### src/rtl/dice_pkg.sv
// Shared types and constants for the multi-die roller: FSM states and the
// face-to-pip lookup for the 7-LED die pattern.
package dice_pkg;

    localparam int PIP_W = 7;

    typedef enum logic [1:0] {
        IDLE = 2'd0,
        ROLL = 2'd1,
        SHOW = 2'd2
    } state_t;

    // Bit order b6..b0 = BR, MR, TR, C, BL, ML, TL; entry 0 is the blank die.
    localparam logic [PIP_W-1:0] FACE_PIPS [0:6] = '{
        7'b0000000,
        7'b0001000,
        7'b1000001,
        7'b1001001,
        7'b1010101,
        7'b1011101,
        7'b1110111
    };

    function automatic logic [PIP_W-1:0] face_pips(input logic [2:0] face);
        logic [PIP_W-1:0] pips;
        if (face <= 3'd6) begin
            pips = FACE_PIPS[face];
        end else begin
            pips = {PIP_W{1'b0}};
        end
        return pips;
    endfunction

endpackage

### src/rtl/button_debouncer.sv
// Two-flop synchroniser and stability counter for an active-low push button;
// emits the debounced press level plus one-cycle rise/fall pulses.
module button_debouncer #(
    parameter int DEBOUNCE_CYC = 1000000
) (
    input  logic clk,
    input  logic rst,
    input  logic button_n,
    output logic level,
    output logic rise,
    output logic fall
);
    localparam int CW = $clog2(DEBOUNCE_CYC + 1);

    logic          sync1_r;
    logic          sync2_r;
    logic          level_r;
    logic          rise_r;
    logic          fall_r;
    logic [CW-1:0] cnt_r;
    logic          press_s;

    assign press_s = ~sync2_r;
    assign level   = level_r;
    assign rise    = rise_r;
    assign fall    = fall_r;

    // Synchroniser resets to the released level so a held button must re-qualify
    always_ff @(posedge clk) begin
        if (rst) begin
            sync1_r <= 1'b1;
            sync2_r <= 1'b1;
        end else begin
            sync1_r <= button_n;
            sync2_r <= sync1_r;
        end
    end

    // Accept a new level only after it has differed for DEBOUNCE_CYC cycles
    always_ff @(posedge clk) begin
        if (rst) begin
            cnt_r   <= {CW{1'b0}};
            level_r <= 1'b0;
            rise_r  <= 1'b0;
            fall_r  <= 1'b0;
        end else begin
            rise_r <= 1'b0;
            fall_r <= 1'b0;
            if (press_s == level_r) begin
                cnt_r <= {CW{1'b0}};
            end else if (cnt_r == CW'(DEBOUNCE_CYC - 1)) begin
                cnt_r   <= {CW{1'b0}};
                level_r <= press_s;
                rise_r  <= press_s;
                fall_r  <= ~press_s;
            end else begin
                cnt_r <= cnt_r + CW'(1);
            end
        end
    end

endmodule

### src/rtl/dice_roller.sv
// Multi-die electronic dice: debounced button, chained face counters, FSM and
// pip LED output. Optional rolling animation with DICE_ROLLER_ANIM_EN.
module dice_roller
    import dice_pkg::*;
#(
    parameter int NUM_DICE     = 2,
    parameter int FACES        = 6,
    parameter int DEBOUNCE_CYC = 1000000,
    parameter int ANIM_DIV     = 5000000
) (
    input  logic                      CLK,
    input  logic                      RST,
    input  logic                      BUTTON_N,
    output logic [PIP_W*NUM_DICE-1:0] LED,
    output logic [3*NUM_DICE-1:0]     VALUE,
    output logic                      ROLLING,
    output logic                      DONE
);
    localparam logic [2:0] FACE_MAX = 3'(FACES);

    if (NUM_DICE < 1 || NUM_DICE > 4 || FACES < 2 || FACES > 6 ||
        DEBOUNCE_CYC < 1 || ANIM_DIV < 1) begin : g_param_check
        $error("dice_roller: parameter out of range");
    end

    logic                      press_lvl_s;
    logic                      rise_s;
    logic                      fall_s;
    state_t                    state_r;
    state_t                    state_n;
    logic [2:0]                cnt_r [NUM_DICE];
    logic [NUM_DICE-1:0]       inc_s;
    logic [3*NUM_DICE-1:0]     cnt_flat_s;
    logic [PIP_W*NUM_DICE-1:0] cnt_pips_s;
    logic [3*NUM_DICE-1:0]     value_n;
    logic [PIP_W*NUM_DICE-1:0] value_pips_s;
    logic [PIP_W*NUM_DICE-1:0] led_n;
    logic                      latch_s;
    logic [3*NUM_DICE-1:0]     value_r;
    logic [PIP_W*NUM_DICE-1:0] led_r;
    logic                      rolling_r;
    logic                      done_r;

    button_debouncer #(.DEBOUNCE_CYC(DEBOUNCE_CYC)) u_debounce (
        .clk      (CLK),
        .rst      (RST),
        .button_n (BUTTON_N),
        .level    (press_lvl_s),
        .rise     (rise_s),
        .fall     (fall_s)
    );

    // Ripple carry: die i steps only when every lower die wraps this cycle
    always_comb begin : carry_chain
        logic carry_v;
        carry_v = (state_r == ROLL);
        inc_s   = {NUM_DICE{1'b0}};
        for (int i = 0; i < NUM_DICE; i++) begin
            inc_s[i] = carry_v;
            carry_v  = carry_v && (cnt_r[i] == FACE_MAX);
        end
    end

    // Face counters, each wrapping FACES -> 1
    always_ff @(posedge CLK) begin
        for (int i = 0; i < NUM_DICE; i++) begin
            if (RST) begin
                cnt_r[i] <= 3'd1;
            end else if (inc_s[i]) begin
                cnt_r[i] <= (cnt_r[i] == FACE_MAX) ? 3'd1 : cnt_r[i] + 3'd1;
            end else begin
                cnt_r[i] <= cnt_r[i];
            end
        end
    end

    // Next-state logic; a low level in ROLL also ends the roll should a pulse be lost
    always_comb begin
        state_n = state_r;
        case (state_r)
            IDLE: begin
                if (rise_s) state_n = ROLL;
                else        state_n = IDLE;
            end
            ROLL: begin
                if (fall_s || !press_lvl_s) state_n = SHOW;
                else                        state_n = ROLL;
            end
            SHOW: begin
                if (rise_s) state_n = ROLL;
                else        state_n = SHOW;
            end
            default: state_n = IDLE;
        endcase
    end

    // Flatten counters and translate counters and next VALUE into pip patterns
    always_comb begin
        latch_s = (state_r == ROLL) && (state_n == SHOW);
        for (int i = 0; i < NUM_DICE; i++) begin
            cnt_flat_s[3*i +: 3] = cnt_r[i];
        end
        if (latch_s) begin
            value_n = cnt_flat_s;
        end else begin
            value_n = value_r;
        end
        for (int i = 0; i < NUM_DICE; i++) begin
            cnt_pips_s[PIP_W*i +: PIP_W]   = face_pips(cnt_r[i]);
            value_pips_s[PIP_W*i +: PIP_W] = face_pips(value_n[3*i +: 3]);
        end
    end

`ifdef DICE_ROLLER_ANIM_EN
    localparam int AW = $clog2(ANIM_DIV + 1);
    logic [AW-1:0] anim_r;
    logic          anim_wrap_s;

    assign anim_wrap_s = (anim_r == AW'(ANIM_DIV - 1));

    // Frame timer runs only while staying in ROLL
    always_ff @(posedge CLK) begin
        if (RST || state_r != ROLL || state_n != ROLL) begin
            anim_r <= {AW{1'b0}};
        end else if (anim_wrap_s) begin
            anim_r <= {AW{1'b0}};
        end else begin
            anim_r <= anim_r + AW'(1);
        end
    end

    // LED source: first frame on entry to ROLL, then a fresh frame per wrap
    always_comb begin
        led_n = {PIP_W*NUM_DICE{1'b0}};
        case (state_n)
            IDLE: led_n = {PIP_W*NUM_DICE{1'b0}};
            ROLL: begin
                if (state_r != ROLL || anim_wrap_s) led_n = cnt_pips_s;
                else                                led_n = led_r;
            end
            SHOW:    led_n = value_pips_s;
            default: led_n = {PIP_W*NUM_DICE{1'b0}};
        endcase
    end
`else
    // LED source: dark while rolling, result pattern once shown
    always_comb begin
        led_n = {PIP_W*NUM_DICE{1'b0}};
        case (state_n)
            IDLE:    led_n = {PIP_W*NUM_DICE{1'b0}};
            ROLL:    led_n = {PIP_W*NUM_DICE{1'b0}};
            SHOW:    led_n = value_pips_s;
            default: led_n = {PIP_W*NUM_DICE{1'b0}};
        endcase
    end
`endif

    // State and registered outputs
    always_ff @(posedge CLK) begin
        if (RST) begin
            state_r   <= IDLE;
            value_r   <= {3*NUM_DICE{1'b0}};
            led_r     <= {PIP_W*NUM_DICE{1'b0}};
            rolling_r <= 1'b0;
            done_r    <= 1'b0;
        end else begin
            state_r   <= state_n;
            value_r   <= value_n;
            led_r     <= led_n;
            rolling_r <= (state_n == ROLL);
            done_r    <= latch_s;
        end
    end

    assign LED     = led_r;
    assign VALUE   = value_r;
    assign ROLLING = rolling_r;
    assign DONE    = done_r;

endmodule

### config.mk
export PLATFORM = sky130hd
export DESIGN_NAME = dice_roller
export DESIGN_NICKNAME = d
export VERILOG_FILES = /design/src/rtl/dice_pkg.sv /design/src/rtl/button_debouncer.sv /design/src/rtl/dice_roller.sv
export SDC_FILE = /design/constraint.sdc
export NUM_CORES = 1
export LEC_CHECK = 0
export ABC_AREA = 0
export ABC_CLOCK_PERIOD_IN_PS = 2200
export BUFFER_PORTS_ARGS = -buffer_cell sky130_fd_sc_hd__buf_2
export CAP_MARGIN = 20
export CORE_MARGIN = 8
export CORE_UTILIZATION = 45
export DETAILED_ROUTE_END_ITERATION = 7
export PLACE_DENSITY = 0.68
export RECOVER_POWER = 25
export SYNTH_ARGS = -nofsm -noshare
export SYNTH_HDL_FRONTEND = slang
export SYNTH_SLANG_ARGS = --single-unit
### constraint.sdc
create_clock -name CLK -period 2.2 [get_ports CLK]
set_input_delay 0 -clock CLK [delete_from_list [all_inputs] [get_ports CLK]]
set_output_delay 0 -clock CLK [all_outputs]
set_load 0.03 [all_outputs]
## After elaboration in Yosys (flattened, before gate mapping)

Memory sizes are Yosys's and may differ from the RTL's. A register that Yosys moved wholly into a read port is not among the register bits.
Index checks and enable logic that the tools add are counted.
Widths: inputs -> output; s select.

- Add/subtract/negate cells: 3
- $lt $le $gt $ge: 2
- Equal/unequal tests: 8
- Multiplexer cells: 25
- Bitwise logic cells: 12
- Reduce and logical (&&, ||, !) cells: 10

Operator list:

| kind | number |
|---|---|
| $add 20x1->20 const B | 1 |
| $eq 20x20->1 const B | 1 |
| $mux 3 | 6 |
| $mux 1 | 15 |
| $reduce_or 3->1 | 4 |
| $not 3->4 | 2 |
| $add 3x1->3 const B | 2 |
| $eq 3x3->1 const B | 2 |
| $le 3x3->1 const B | 2 |
| $mux 6 | 1 |
| $not 1->1 | 6 |
| $pmux 2 s3 | 1 |
| $eq 2x1->1 const B | 2 |
| $eq 2x2->1 const B | 2 |
| $mux 2 | 2 |
| $or 1x1->1 | 4 |
| $logic_and 1x1->1 | 2 |
| $logic_not 2->1 | 1 |
| $reduce_and 2->1 | 1 |
| $eq 1x1->1 | 1 |
| $logic_not 1->1 | 1 |
| $logic_or 1x1->1 | 1 |

- Bits in registers: 35
- Memory bits (writable): 6
- ROM bits: 112
- Logic and storage cells: 73
- Memories: 3

Memories:

| name | depth | bits a word | rd ports | clocked after Yosys merged registers in | wr ports | line | text |
|---|---|---|---|---|---|---|---|
| (no name shown) | 8 | 7 | 1 | 1 | 0 | dice_pkg.sv:27 | `pips = FACE_PIPS[face];` |
| (no name shown) | 8 | 7 | 1 | 1 | 0 | dice_pkg.sv:27 |  |
| cnt_r | 2 | 3 | 2 | 0 | 2 | dice_roller.sv:31 | `logic [2:0] cnt_r [NUM_DICE];` |

## Depth between registers and ports, before layout

- Depth in word-level cells: 10
- Depth in mapped cells: 6

## By module

Synthesis repeated with hierarchy kept, for this count alone.

- Cells, all modules: 232
- Area, all modules: 2209.6 um^2

By module, submodules not included:

| module | instances | cells each | area each (um^2) | seq. area each (um^2) |
|---|---|---|---|---|
| button_debouncer | 1 | 122 | 1111.1 | 500.5 |
| dice_roller | 1 | 110 | 1098.6 | 540.5 |

## Worst setup path before layout

Ideal clock, no wire load.

- Path type: register -> register
- Start point: reg u_debounce.cnt_r[0]
- End point: reg u_debounce.cnt_r[13]
- Library setup time: 0.115 ns
- Data arrival time: 1.450 ns
- Required time: 2.085 ns
- Path slack: 0.635 ns
- Stages on the path, launching flop included: 7
- Cells stage by stage: dfxtp_1 -> ha_1 -> nand3_4 -> nand4bb_4 -> o21ai_4 -> buf_6 -> nor2_2

- Word-level cells in the longest chain between the ends: 2

Ends and longest elaborated chain:

| what | line | text |
|---|---|---|
| start: declaration | button_debouncer.sv:20 | `logic [CW-1:0] cnt_r;` |
| start signal: assignment | button_debouncer.sv:42 | `cnt_r <= {CW{1'b0}};` |
| start signal: assignment | button_debouncer.sv:50 | `cnt_r <= {CW{1'b0}};` |
| start signal: assignment | button_debouncer.sv:52 | `cnt_r <= {CW{1'b0}};` |
| branches (longest 2 deep; another with $add 20x1->20) | -- |  |

Parallel ways; which one is timed is not known.
A chain may end at the register's enable or synchronous reset.

## Worst setup path after layout

- Start point: reg u_debounce.cnt_r[0]
- End point: reg u_debounce.cnt_r[2]

The elaborated chain is that of the path after synthesis.

==> out/qor_table.md <==
| Stage | Item | This run |
|---|---|---|
| outcome | Outcome | complete, no violations |
| global route | First-pass GRT wire length | 6.89 mm |
| logic synthesis | Post-synthesis register bit count | 49 |
| worst setup path | Critical path arrival | 1.89 ns |
| floorplan | Die extent in x | 87.3 microns |
| route | Drt via density | 4.93 |
| logic synthesis | Share of Yosys cell area claimed by the top area cell type | 0.377 |
| sta | Final slew viol count | 0 |
| worst setup path | Startpoint of the most critical setup path | u_debounce.cnt_r[0] |
| sta | Max_slew headroom | 0.690 |
| global route | Total Routing Usage GR | 0.114 |
| route | Number of design rule violations left after detail routing | 0 |
| clocking | # resized after CTS | 0 |
| min path | Worst min-delay path class | input port to flop |
| logic synthesis | Synthesized net count | 238 |
| worst setup path | Reg2Reg Launch Point | u_debounce.cnt_r[0] |
| min path | Capture endpoint of the worst hold path | VALUE[5] |
| power and ir drop | Clock network fraction of design power | 0.396 |
| cells and area | Number of nets in the final layout | 260 |
| power and ir drop | Fraction of power spent switching nets | 0.221 |
| power and ir drop | Maximum vdd drop | 355 uV |
| clocking | Clock slew seen by the registers of the worst setup and hold paths | 0.10 ns |
| floorplan | Effective utilization at floorplan | 0.456 |
| global route | Remaining global-route overflow | 0 |
| power and ir drop | Net switching power | 0.349 mW |
| logic synthesis | Count of flip-flops with a built-in enable after synthesis | 6 |
| worst setup path | Reg-to-reg slack, setup | 0.51 ns |
| clocking | Number of H-tree levels | 2 |
| power and ir drop | Sequential cell fraction of total power | 0.583 |
| worst setup path | Maximum fanout encountered on the critical timing path | 16 |
| floorplan | Core area | 0.00501 sq mm |
| worst setup path | Path depth of the worst reg2reg path | 6 |
| logic synthesis | Post-Synthesis Cell Area | 0.00228 sq mm |
| logic synthesis | Cell taking the most area after synthesis | sky130_fd_sc_hd__dfxtp_1 |
| clocking | CTS tree | yes |
| sta | Final setup violation count | 0 |
| clocking | Cts hold-fix bufs | 1 |
| logic synthesis | Sequential element share of the synthesized area | 0.456 |
| sta | Count of endpoints failing hold in the final timing report | 0 |
| logic synthesis | Top FF cell, synth | sky130_fd_sc_hd__dfxtp_1 |
| worst setup path | Cell with the biggest individual delay on the critical path | sky130_fd_sc_hd__dfxtp_1 |
| route | Count of TritonRoute iterations in the first routing pass | 4 |
| cells and area | Highest-count cells in the layout ignoring fill and taps | 43 x sky130_fd_sc_hd__dfxtp_1, 27 x sky130_fd_sc_hd__nor2_1, 17 x sky130_fd_sc_hd__clkbuf_1 |
| sta | Final min period | 1.69 ns |
| power and ir drop | PwrDens | 624 mW/mm^2 |
| floorplan | I/O pins | 25 |
| min path | Cell count of the worst hold path | 2 |
| sta | Clock tree skew after final layout | 0.0109 ns |
| worst setup path | Gate family responsible for the most delay along the worst path | simple AND/OR/NAND/NOR gates |
| logic synthesis | Number of distinct library cells after synthesis | 52 |
| worst setup path | Cells along the critical path | ha_1 -> nand3_4 -> nand4bb_4 -> o21ai_4 -> buf_4 -> nor2_1 |
| worst setup path | Logic depth of the worst path, buffers included | 6 |
| logic synthesis | Most area-consuming cells after synthesis | sky130_fd_sc_hd__dfxtp_1 38%, sky130_fd_sc_hd__edfxtp_1 7.9%, sky130_fd_sc_hd__xnor2_1 5.0% |
| cells and area | Synth-to-Final Area Change | 10.7% |
| placement | Routability cong. | 0.809 |
| cells and area | Diodes inserted | 0 |
| cells and area | Most common library cell in the layout ignoring fill and taps | sky130_fd_sc_hd__dfxtp_1 |
| global route | Initial antenna violation count | 0 |
| clocking | Post-CTS setup buffers | 0 |
| clocking | CTS Buf Count | 5 |
| worst setup path | Crit. End Element | flop |
| logic synthesis | Share of synthesized flip-flops with an asynchronous set or reset | 0 |
| route | DR vias | 1594 |
| worst setup path | Category of the worst setup path launch point | flop |
| sta | Aggregate negative setup slack | 0 ns |
| sta | WHS | 0.0712 ns |
| sta | Worst slew pin tran | 0.464 ns |
| power and ir drop | LEAKAGE | 0.919 nW |
| route | Number of nets with antenna violations after detailed routing | 0 |
| clocking | Clock network latency to the later pin of the worst-skew pair | 0.31 ns |
| clocking | Root Buffer Master | sky130_fd_sc_hd__clkbuf_8 |
| sta | Unrepaired setup endpoints after global routing | no |
| floorplan | Area enclosed by the die boundary | 0.00761 sq mm |
| floorplan | Die outline height | 87.3 microns |
| sta | Peak clock frequency supported by timing | 592 MHz |
| worst setup path | Worst reg2reg path endpoint | u_debounce.cnt_r[2] |
| logic synthesis | Number of warnings issued by yosys | 0 |
| logic synthesis | Gate count of the mapped netlist | 230 |
| worst setup path | Highest cell delay on the worst timing path | 0.41 ns |
| worst setup path | Type of the worst setup path | flop to flop |
| sta | Final critical-path share of the clock period | 0.768 |
| route | Routed length per placed instance | 12.3 microns |
| cells and area | Layout cell share with drive strength beyond 1 | 0.186 |
| worst setup path | Critical path data required time | 2.40 ns |
| placement | Detailed-placement wirelength estimate | 2.92 mm |
| min path | Worst min-delay path startpoint | RST |
| global route | Vias in the first global route | 1519 |
| power and ir drop | Combinational cell fraction of total power | 0.021 |
| logic synthesis | Average instance area after synthesis | 9.93 sq um |
| clocking | Clock tree buffer depth | 2 |
| clocking | Num Clock Sinks | 49 |
| placement | Number of I/O port buffers | 24 |
| route | Wirelength, routed | 3.96 mm |
| flow run | Number of maximum-capacitance constraint violations | 0 |
| power and ir drop | Cell-internal power | 1.23 mW |
| route | First-iteration detailed-routing DRC count | 87 |
| worst setup path | Buffers plus inverters on the worst setup path | 1 |
| floorplan | Total number of placement rows | 26 |
| global route | Pin count of the biggest net entering global routing | 23 |
## worst register-to-register path, delay by kind of cell, from the launching register on
family | cells | cell delay, ns
AO/OA/AOI/OAI | 1 | 0.14
adder cells (fa/ha/maj) | 1 | 0.25
buffers and inverters | 1 | 0.25
flip-flops | 1 | 0.41
AND/OR/NAND/NOR | 3 | 0.52
## final cells by class
type / count / area [sq um]
multi-input cells: 161 / 1140
inverters: 9 / 33.8
flip-flops and latches: 49 / 1040
clock inverters: 2 / 20.0
fillers: 503 / 2480
repair buffers: 26 / 116
well taps: 70 / 87.6
clock buffers: 6 / 93.8
## state kept, by name, summed over array words and instances (netlist names)
register,count
DONE,1
LED,8
ROLLING,1
VALUE,6
cnt_r,6
state_r,2
u_debounce.cnt_r,20
u_debounce.fall,1
u_debounce.level,1
u_debounce.rise,1
u_debounce.sync1_r,1
u_debounce.sync2_r,1
## kinds of logic after synthesis
kind of cell	count (synthesis)	synth area share
buf+inv	20	0.0471
simple gates	108	0.305
xor+xnor	15	0.0575
compound gates	29	0.0904
fa+ha+maj	5	0.0274
mux	4	0.0175
flops	49	0.456
## cell usage after synthesis, types with 2 or more instances
library cell / instances
sky130_fd_sc_hd__dfxtp_1: 43
sky130_fd_sc_hd__nand2_1: 11
sky130_fd_sc_hd__nor2_2: 10
sky130_fd_sc_hd__ha_1: 5
sky130_fd_sc_hd__o21a_1: 2
sky130_fd_sc_hd__nor3_2: 2
sky130_fd_sc_hd__edfxtp_1: 6
sky130_fd_sc_hd__a211oi_1: 3
sky130_fd_sc_hd__nor2b_1: 3
sky130_fd_sc_hd__mux2i_1: 4
sky130_fd_sc_hd__and3_1: 6
sky130_fd_sc_hd__inv_1: 8
sky130_fd_sc_hd__buf_4: 6
sky130_fd_sc_hd__xnor2_1: 13
sky130_fd_sc_hd__nor2_1: 27
sky130_fd_sc_hd__buf_2: 2
sky130_fd_sc_hd__and2_1: 3
sky130_fd_sc_hd__nand4_4: 2
sky130_fd_sc_hd__nor4_2: 4
sky130_fd_sc_hd__nand2b_1: 3
sky130_fd_sc_hd__nand3_1: 9
sky130_fd_sc_hd__a21oi_1: 7
sky130_fd_sc_hd__xor2_1: 2
sky130_fd_sc_hd__nor4b_2: 2
sky130_fd_sc_hd__o21ai_0: 6
sky130_fd_sc_hd__nor3_1: 13
sky130_fd_sc_hd__o221ai_1: 2
sky130_fd_sc_hd__or2_2: 2
## worst max-delay path by stage
stage                                      end  slack, ns
after floorplan           u_debounce.cnt_r[13]       0.64
after global placement     u_debounce.cnt_r[5]       0.55
after detailed placement   u_debounce.cnt_r[2]       0.51
after CTS                  u_debounce.cnt_r[2]       0.48
after global routing                   LED[11]       0.34
final                      u_debounce.cnt_r[2]       0.51
## power groups by stage
stage                     clock (mW)  combinational (mW)  sequential (mW)
after floorplan                    0              0.0256            0.938
after global placement             0              0.0325            0.940
after detailed placement           0              0.0327            0.941
after CTS                      0.647              0.0346            0.920
after global routing           0.683              0.0389            0.921
final                          0.624              0.0337            0.920
## metrics by stage
step	util	setup slack (ns)	cells	total power [mW]	cell area, sq um
global placement	0.484	0.545	314	0.973	2430
finish	0.505	0.511	323	1.58	2530
global route	0.505	0.338	323	1.64	2530
CTS	0.509	0.482	323	1.60	2550
floorplan	-	0.635	230	0.964	2280
detailed placement	0.484	0.505	314	0.973	2430
## per-layer routing
metal  global-route usage  share of wire
met2                0.184           0.45
met3               0.0340          0.058
met4               0.0375          0.014
met5                    0              0
met1                0.141           0.48
No activity file was read; power rests on OpenSTA's default activity.
